**config.mk**
```make
export PLATFORM = sky130hd
export DESIGN_NAME = wait_state_ctrl
export DESIGN_NICKNAME = d
export VERILOG_FILES = /design/src/rtl/gba_mem_pkg.sv /design/src/rtl/ws_region_decode.sv /design/src/rtl/wait_state_ctrl.sv
export SDC_FILE = /design/constraint.sdc
export NUM_CORES = 1
export LEC_CHECK = 0
export CORE_AREA = 2 2 58 60
export DETAILED_ROUTE_END_ITERATION = 10
export DIE_AREA = 0 0 60 62
export DONT_BUFFER_PORTS = 1
export MAX_ROUTING_LAYER = met4
export PLACE_DENSITY = 0.64
export SKIP_CTS_REPAIR_TIMING = 1
export SLEW_MARGIN = 10
export SYNTH_ARGS = -nofsm -noshare
export SYNTH_HDL_FRONTEND = slang
export SYNTH_HIERARCHICAL = 1
export SYNTH_SLANG_ARGS = --single-unit
```
**constraint.sdc**
```tcl
create_clock -name clk -period 1.6 [get_ports clk]
set_clock_uncertainty 0.1 [all_clocks]
set_input_delay 0.16 -clock clk [delete_from_list [all_inputs] [get_ports clk]]
set_output_delay 0.16 -clock clk [all_outputs]
set_load 0.005 [all_outputs]
```
**src/rtl/gba_mem_pkg.sv**
```systemverilog
// Shared GBA memory-map types: region enum, region bounds, bus widths and WAITCNT wait tables.
// The access-size codes remain the legacy MEM_SIZE_* defines.
`ifndef MEM_SIZE_BYTE
`define MEM_SIZE_BYTE 2'b00
`endif
`ifndef MEM_SIZE_HALF
`define MEM_SIZE_HALF 2'b01
`endif
`ifndef MEM_SIZE_WORD
`define MEM_SIZE_WORD 2'b10
`endif

package gba_mem_pkg;

   typedef enum logic [3:0] {
      REG_BIOS     = 4'h0,
      REG_UNMAPPED = 4'h1,
      REG_EWRAM    = 4'h2,
      REG_IWRAM    = 4'h3,
      REG_IO       = 4'h4,
      REG_PAL      = 4'h5,
      REG_VRAM     = 4'h6,
      REG_OAM      = 4'h7,
      REG_WS0      = 4'h8,
      REG_WS1      = 4'hA,
      REG_WS2      = 4'hC,
      REG_SRAM     = 4'hE
   } mem_region_t;

   typedef enum logic [1:0] {
      BUS_8  = 2'd0,
      BUS_16 = 2'd1,
      BUS_32 = 2'd2
   } bus_width_t;

   // Region bounds expressed as addr[27:24]
   localparam logic [3:0] BIOS_START    = 4'h0;
   localparam logic [3:0] EWRAM_START   = 4'h2;
   localparam logic [3:0] IWRAM_START   = 4'h3;
   localparam logic [3:0] IO_START      = 4'h4;
   localparam logic [3:0] PAL_START     = 4'h5;
   localparam logic [3:0] VRAM_START    = 4'h6;
   localparam logic [3:0] OAM_START     = 4'h7;
   localparam logic [3:0] ROM_WS0_START = 4'h8;
   localparam logic [3:0] ROM_WS0_END   = 4'h9;
   localparam logic [3:0] ROM_WS1_START = 4'hA;
   localparam logic [3:0] ROM_WS1_END   = 4'hB;
   localparam logic [3:0] ROM_WS2_START = 4'hC;
   localparam logic [3:0] ROM_WS2_END   = 4'hD;
   localparam logic [3:0] SRAM_START    = 4'hE;
   localparam logic [3:0] SRAM_END      = 4'hF;

   localparam logic [3:0] WAIT_N_CODE0 = 4'd4;
   localparam logic [3:0] WAIT_N_CODE1 = 4'd3;
   localparam logic [3:0] WAIT_N_CODE2 = 4'd2;
   localparam logic [3:0] WAIT_N_CODE3 = 4'd8;
   localparam logic [3:0] WS0_S_SLOW   = 4'd2;
   localparam logic [3:0] WS1_S_SLOW   = 4'd4;
   localparam logic [3:0] WS2_S_SLOW   = 4'd8;
   localparam logic [3:0] WS_S_FAST    = 4'd1;
   localparam logic [3:0] EWRAM_WAIT   = 4'd2;

   function automatic logic [3:0] n_wait_lut(input logic [1:0] code);
      logic [3:0] n;
      case (code)
         2'd0:    n = WAIT_N_CODE0;
         2'd1:    n = WAIT_N_CODE1;
         2'd2:    n = WAIT_N_CODE2;
         default: n = WAIT_N_CODE3;
      endcase
      return n;
   endfunction

   function automatic logic [2:0] size_bytes(input logic [1:0] size);
      logic [2:0] b;
      case (size)
         `MEM_SIZE_BYTE: b = 3'd1;
         `MEM_SIZE_HALF: b = 3'd2;
         default:        b = 3'd4;
      endcase
      return b;
   endfunction

endpackage

```
**src/rtl/ws_region_decode.sv**
```systemverilog
// Combinational GBA region decode: region, bus width, N/S wait counts and illegal-access flag.
module ws_region_decode
   import gba_mem_pkg::*;
(
   input  logic [31:0] addr,
   input  logic        write,
   input  logic [15:0] waitcnt,
   output mem_region_t region,
   output bus_width_t  bus_width,
   output logic [3:0]  n_wait,
   output logic [3:0]  s_wait,
   output logic        illegal
);

   logic unused_bits_s;
   assign unused_bits_s = ^{addr[23:0], waitcnt[15:11]};

   // Map the address nibble to a region; anything above 0x0FFF_FFFF is unmapped
   always_comb begin
      region = REG_UNMAPPED;
      if (addr[31:28] != 4'h0) begin
         region = REG_UNMAPPED;
      end else begin
         case (addr[27:24])
            BIOS_START:                 region = REG_BIOS;
            EWRAM_START:                region = REG_EWRAM;
            IWRAM_START:                region = REG_IWRAM;
            IO_START:                   region = REG_IO;
            PAL_START:                  region = REG_PAL;
            VRAM_START:                 region = REG_VRAM;
            OAM_START:                  region = REG_OAM;
            ROM_WS0_START, ROM_WS0_END: region = REG_WS0;
            ROM_WS1_START, ROM_WS1_END: region = REG_WS1;
            ROM_WS2_START, ROM_WS2_END: region = REG_WS2;
            SRAM_START, SRAM_END:       region = REG_SRAM;
            default:                    region = REG_UNMAPPED;
         endcase
      end
   end

   // Per-region timing and write protection
   always_comb begin
      bus_width = BUS_32;
      n_wait    = 4'd0;
      s_wait    = 4'd0;
      illegal   = 1'b0;
      case (region)
         REG_BIOS: illegal = write;
         REG_IWRAM, REG_IO, REG_OAM: bus_width = BUS_32;
         REG_PAL, REG_VRAM: bus_width = BUS_16;
         REG_EWRAM: begin
            bus_width = BUS_16;
            n_wait    = EWRAM_WAIT;
            s_wait    = EWRAM_WAIT;
         end
         REG_WS0: begin
            bus_width = BUS_16;
            n_wait    = n_wait_lut(waitcnt[3:2]);
            s_wait    = waitcnt[4] ? WS_S_FAST : WS0_S_SLOW;
            illegal   = write;
         end
         REG_WS1: begin
            bus_width = BUS_16;
            n_wait    = n_wait_lut(waitcnt[6:5]);
            s_wait    = waitcnt[7] ? WS_S_FAST : WS1_S_SLOW;
            illegal   = write;
         end
         REG_WS2: begin
            bus_width = BUS_16;
            n_wait    = n_wait_lut(waitcnt[9:8]);
            s_wait    = waitcnt[10] ? WS_S_FAST : WS2_S_SLOW;
            illegal   = write;
         end
         REG_SRAM: begin
            bus_width = BUS_8;
            n_wait    = n_wait_lut(waitcnt[1:0]);
            s_wait    = n_wait_lut(waitcnt[1:0]);
         end
         default: illegal = 1'b1;
      endcase
   end

endmodule

```
**src/rtl/wait_state_ctrl.sv**
```systemverilog
// Turns accepted ARM7 bus accesses into PAUSE wait cycles and one-cycle ABORT flags.
// Define WSC_SEQ_DETECT_EN for sequential (S) timing; otherwise every access is timed as N.
module wait_state_ctrl
   import gba_mem_pkg::*;
#(
   parameter int MAX_WAIT = 17
) (
   input  logic        clk,
   input  logic        rst,
   input  logic        req,
   input  logic [31:0] addr,
   input  logic [1:0]  size,
   input  logic        write,
   input  logic [15:0] waitcnt,
   output logic        pause,
   output logic        abort,
   output logic        seq
);

   localparam int CNT_W = $clog2(MAX_WAIT + 1);

   typedef enum logic {ST_IDLE = 1'b0, ST_STALL = 1'b1} state_t;

   state_t           state_r;
   logic [CNT_W-1:0] cnt_r;
   logic             pause_r;
   logic             abort_r;
   logic             seq_r;

   mem_region_t      region_s;
   bus_width_t       bus_width_s;
   logic [3:0]       n_wait_s;
   logic [3:0]       s_wait_s;
   logic             illegal_s;
   logic             is_seq_s;
   logic [3:0]       first_wait_s;
   logic [CNT_W-1:0] wait_s;

   ws_region_decode u_decode (
      .addr      (addr),
      .write     (write),
      .waitcnt   (waitcnt),
      .region    (region_s),
      .bus_width (bus_width_s),
      .n_wait    (n_wait_s),
      .s_wait    (s_wait_s),
      .illegal   (illegal_s)
   );

`ifdef WSC_SEQ_DETECT_EN
   logic        prev_valid_r;
   logic [31:0] prev_next_r;
   mem_region_t prev_region_r;
   logic        rom_region_s;

   // Sequential = continues the last legal access in the same region; ROM 128 KiB pages force N
   always_comb begin
      rom_region_s = (region_s == REG_WS0) || (region_s == REG_WS1) || (region_s == REG_WS2);
      if (rom_region_s && (addr[16:0] == 17'd0)) begin
         is_seq_s = 1'b0;
      end else begin
         is_seq_s = prev_valid_r && (addr == prev_next_r) && (region_s == prev_region_r);
      end
   end

   // Remember the last legal access; a free bus cycle breaks the burst
   always_ff @(posedge clk or posedge rst) begin
      if (rst) begin
         prev_valid_r  <= 1'b0;
         prev_next_r   <= 32'h0000_0000;
         prev_region_r <= REG_BIOS;
      end else if (!pause_r) begin
         if (req) begin
            if (!illegal_s) begin
               prev_valid_r  <= 1'b1;
               prev_next_r   <= addr + {29'd0, size_bytes(size)};
               prev_region_r <= region_s;
            end
         end else begin
            prev_valid_r <= 1'b0;
         end
      end
   end
`else
   logic unused_region_s;
   assign unused_region_s = ^{region_s};
   assign is_seq_s        = 1'b0;
`endif

   // Wait count: first beat plus the second-beat penalty for words on a 16-bit bus
   always_comb begin
      first_wait_s = is_seq_s ? s_wait_s : n_wait_s;
      wait_s       = {CNT_W{1'b0}};
      if (illegal_s) begin
         wait_s = {CNT_W{1'b0}};
      end else if ((bus_width_s == BUS_16) && (size == `MEM_SIZE_WORD)) begin
         wait_s = CNT_W'(first_wait_s) + CNT_W'(s_wait_s) + CNT_W'(1'b1);
      end else begin
         wait_s = CNT_W'(first_wait_s);
      end
   end

   // IDLE/STALL controller with registered pause, abort and seq
   always_ff @(posedge clk or posedge rst) begin
      if (rst) begin
         state_r <= ST_IDLE;
         cnt_r   <= {CNT_W{1'b0}};
         pause_r <= 1'b0;
         abort_r <= 1'b0;
         seq_r   <= 1'b0;
      end else begin
         case (state_r)
            ST_IDLE: begin
               if (req) begin
                  abort_r <= illegal_s;
                  seq_r   <= is_seq_s & ~illegal_s;
                  if (wait_s != {CNT_W{1'b0}}) begin
                     cnt_r   <= wait_s;
                     pause_r <= 1'b1;
                     state_r <= ST_STALL;
                  end
               end else begin
                  abort_r <= 1'b0;
               end
            end
            ST_STALL: begin
               abort_r <= 1'b0;
               cnt_r   <= cnt_r - CNT_W'(1'b1);
               if (cnt_r == CNT_W'(1'b1)) begin
                  pause_r <= 1'b0;
                  state_r <= ST_IDLE;
               end
            end
            default: begin
               state_r <= ST_IDLE;
               pause_r <= 1'b0;
               abort_r <= 1'b0;
            end
         endcase
      end
   end

   assign pause = pause_r;
   assign abort = abort_r;
   assign seq   = seq_r;

endmodule

```
==> metrics.yaml <==
ir_drop_mv: 0.157
max_slew_margin_pct: 49.4
crit_path_cell_trace: "nor4_4 -> buf_4 -> nand2_2 -> nor3_1 -> buf_4 -> ha_4 -> a21oi_1 -> a21boi_1 -> o211a_1 -> nor3_2 -> mux2_4"
place_hpwl_um: 2600
hp-start: "req"
grt_start_max_net_pins: 17
die_h_um: 62
cts_max_path_buffers: 2
io_buffer_count: 0
syn_area_per_cell_um2: 8.66
drv_cap: 0
fp-row-count: 21
whs_ns: 0.181
first_global_vias: 1167
hold_end: "cnt_r[4]$_DFFE_PP0P_"
rr_worst_depth: 7
arrival_ns: 2.51
drtPass1Iterations: 4
worst-path-stages: 11
fin_nets: 248
worst_pin_slew_ns: 0.749
drive_above_1_share_pct: 43.4
io_pins: 57
synth_area_mm2: 0.00127
setup_viol: 7
wire_per_inst_um: 14.9
cts.htree.levels: 1
r2r-end: "cnt_r[1]$_DFFE_PP0P_"
ff2ff_setup_slack_ns: 0.09
drt_wl_total_um: 3260
critical_path.max_fanout: 4
antenna_cells: 0
power.density_mw_per_mm2: 357
fillers: 277
grt_overflow: 0
dieArea_mm2: 0.00372
synthCells: 147
cts_buffers: 3
cts_tree: "yes"
path_common_cell: "buf_4"
end_kind: "flop"
setup_slack_ns: -0.856
synth-warning-count: 6
grt_setup_unrepaired: "yes"
min_period_over_period_pct: 153
critPathSlowestCell: "nor4_4"
critPathMaxStageDelay_ns: 0.35
drc: 0
reg2reg_from: "cnt_r[1]$_DFFE_PP0P_"
grt_pass1_wl_um: 4880
critPathKind: "in2reg"
drtIter0Drc: 40
critPathTopFamily: "simple AND/OR/NAND/NOR gates"
worstHoldPathType: "in2reg"
critPathLaunchType: "primary input"
start_util_pct: 40.1
coreArea_mm2: 0.00318
maxSlewViolCount: 0
fmax_mhz: 407
status: "finished with violations"
startpoint: "addr[30]"
violations: "negative setup slack"
clk_latency_ns: 0.26
grt_usage_pct: 17.6
vias: 1167
report.final.hold_viol_count: 0
tns_ns: -5.18
die_w_um: 60
period_needed_ns: 2.46
gp_congestion: 0.878
whs_path_depth: 3
antenna_left: 0
via_per_inst: 5.33
antenna_found_initial: 0
clkSinkCount: 8
leakagePower_nw: 0.727
required_ns: 1.65
root_buffer: "clkbuf_4"
place_area_mm2: 0.00156
path_clk_slew_ns: 0.06
finalInstanceArea_mm2: 0.00176
crit_buf_inv: 2
syn2layout_area_growth_pct: 37.9
syn_nets: 220
==> power breakdown <==
part	leakage [nW]	total (mW)	switching, mW	internal (mW)
Sequential	0.0975	0.254	0.0271	0.227
Combinational	0.616	0.212	0.0929	0.119
Clock	0.0138	0.161	0.0744	0.0862
Total	0.727	0.627	0.194	0.432
==> worst reg2reg max path: cells and delay by family, from the launching register on <==
family	cells	cell delay, ns
AND/OR/NAND/NOR	4	0.34
AO/OA/AOI/OAI	1	0.19
adder cells (fa/ha/maj)	1	0.31
flip-flops	1	0.40
buffers and inverters	1	0.10
==> metal layers <==
layer  routed length, µm  global-route usage (%)  share of wire [%]
met5                   0                       -                  0
met4                  58                    3.81                1.8
met3                 136                    3.11                4.2
met2                1750                    32.3                 54
met1                1320                    19.9                 40
==> flip-flops by register name, indices dropped and copies added, names as in the netlist <==
name     count
pause        1
state_r      1
abort        1
cnt_r        5
==> metrics by stage <==
step	total power [mW]	instances	worst slack, ns	utilization [%]
floorplan	0.402	147	-0.964	-
global placement	0.429	209	-1.03	49.2
detailed placement	0.439	209	-1.07	49.2
CTS	0.597	212	-0.794	49.9
global route	0.670	219	-0.902	55.3
finish	0.627	219	-0.856	55.3
==> layout by cell type, fill, tap and decap left out, drive strengths merged, types with 2 or more instances in the layout <==
cell / count
nor2: 11
a21oi: 6
o221ai: 2
nor2b: 6
dfrtp: 8
inv: 19
mux2: 3
nand3b: 2
buf: 27
dlygate4sd3: 2
nand2b: 4
nand3: 2
xnor2: 2
ha: 18
a211oi: 4
nor3: 6
nand2: 9
and3: 6
and3b: 2
a21boi: 2
clkbuf: 3
o21ai: 3
mux4: 4
==> how the worst max path moves through the flow <==
stage | end | slack (ns)
final | cnt_r[4]$_DFFE_PP0P_ | -0.86
after global routing | cnt_r[4]$_DFFE_PP0P_ | -0.90
after CTS | cnt_r[4]$_DFFE_PP0P_ | -0.79
after detailed placement | cnt_r[4]$_DFFE_PP0P_ | -1.07
after global placement | cnt_r[2]$_DFFE_PP0P_ | -1.03
after floorplan | cnt_r[4]$_DFFE_PP0P_ | -0.96
==> final cells by class <==
cell class / instances / area, µm² / share of cell area (%)
Clock buffer: 3 / 22.5 / 1.28
Inverter: 19 / 98.8 / 5.63
Multi-Input combinational cell: 114 / 1150 / 65.7
Sequential cell: 8 / 200 / 11.4
Tap cell: 46 / 57.6 / 3.28
Timing Repair Buffer: 29 / 223 / 12.7
Power figures use the tool's default switching activity.
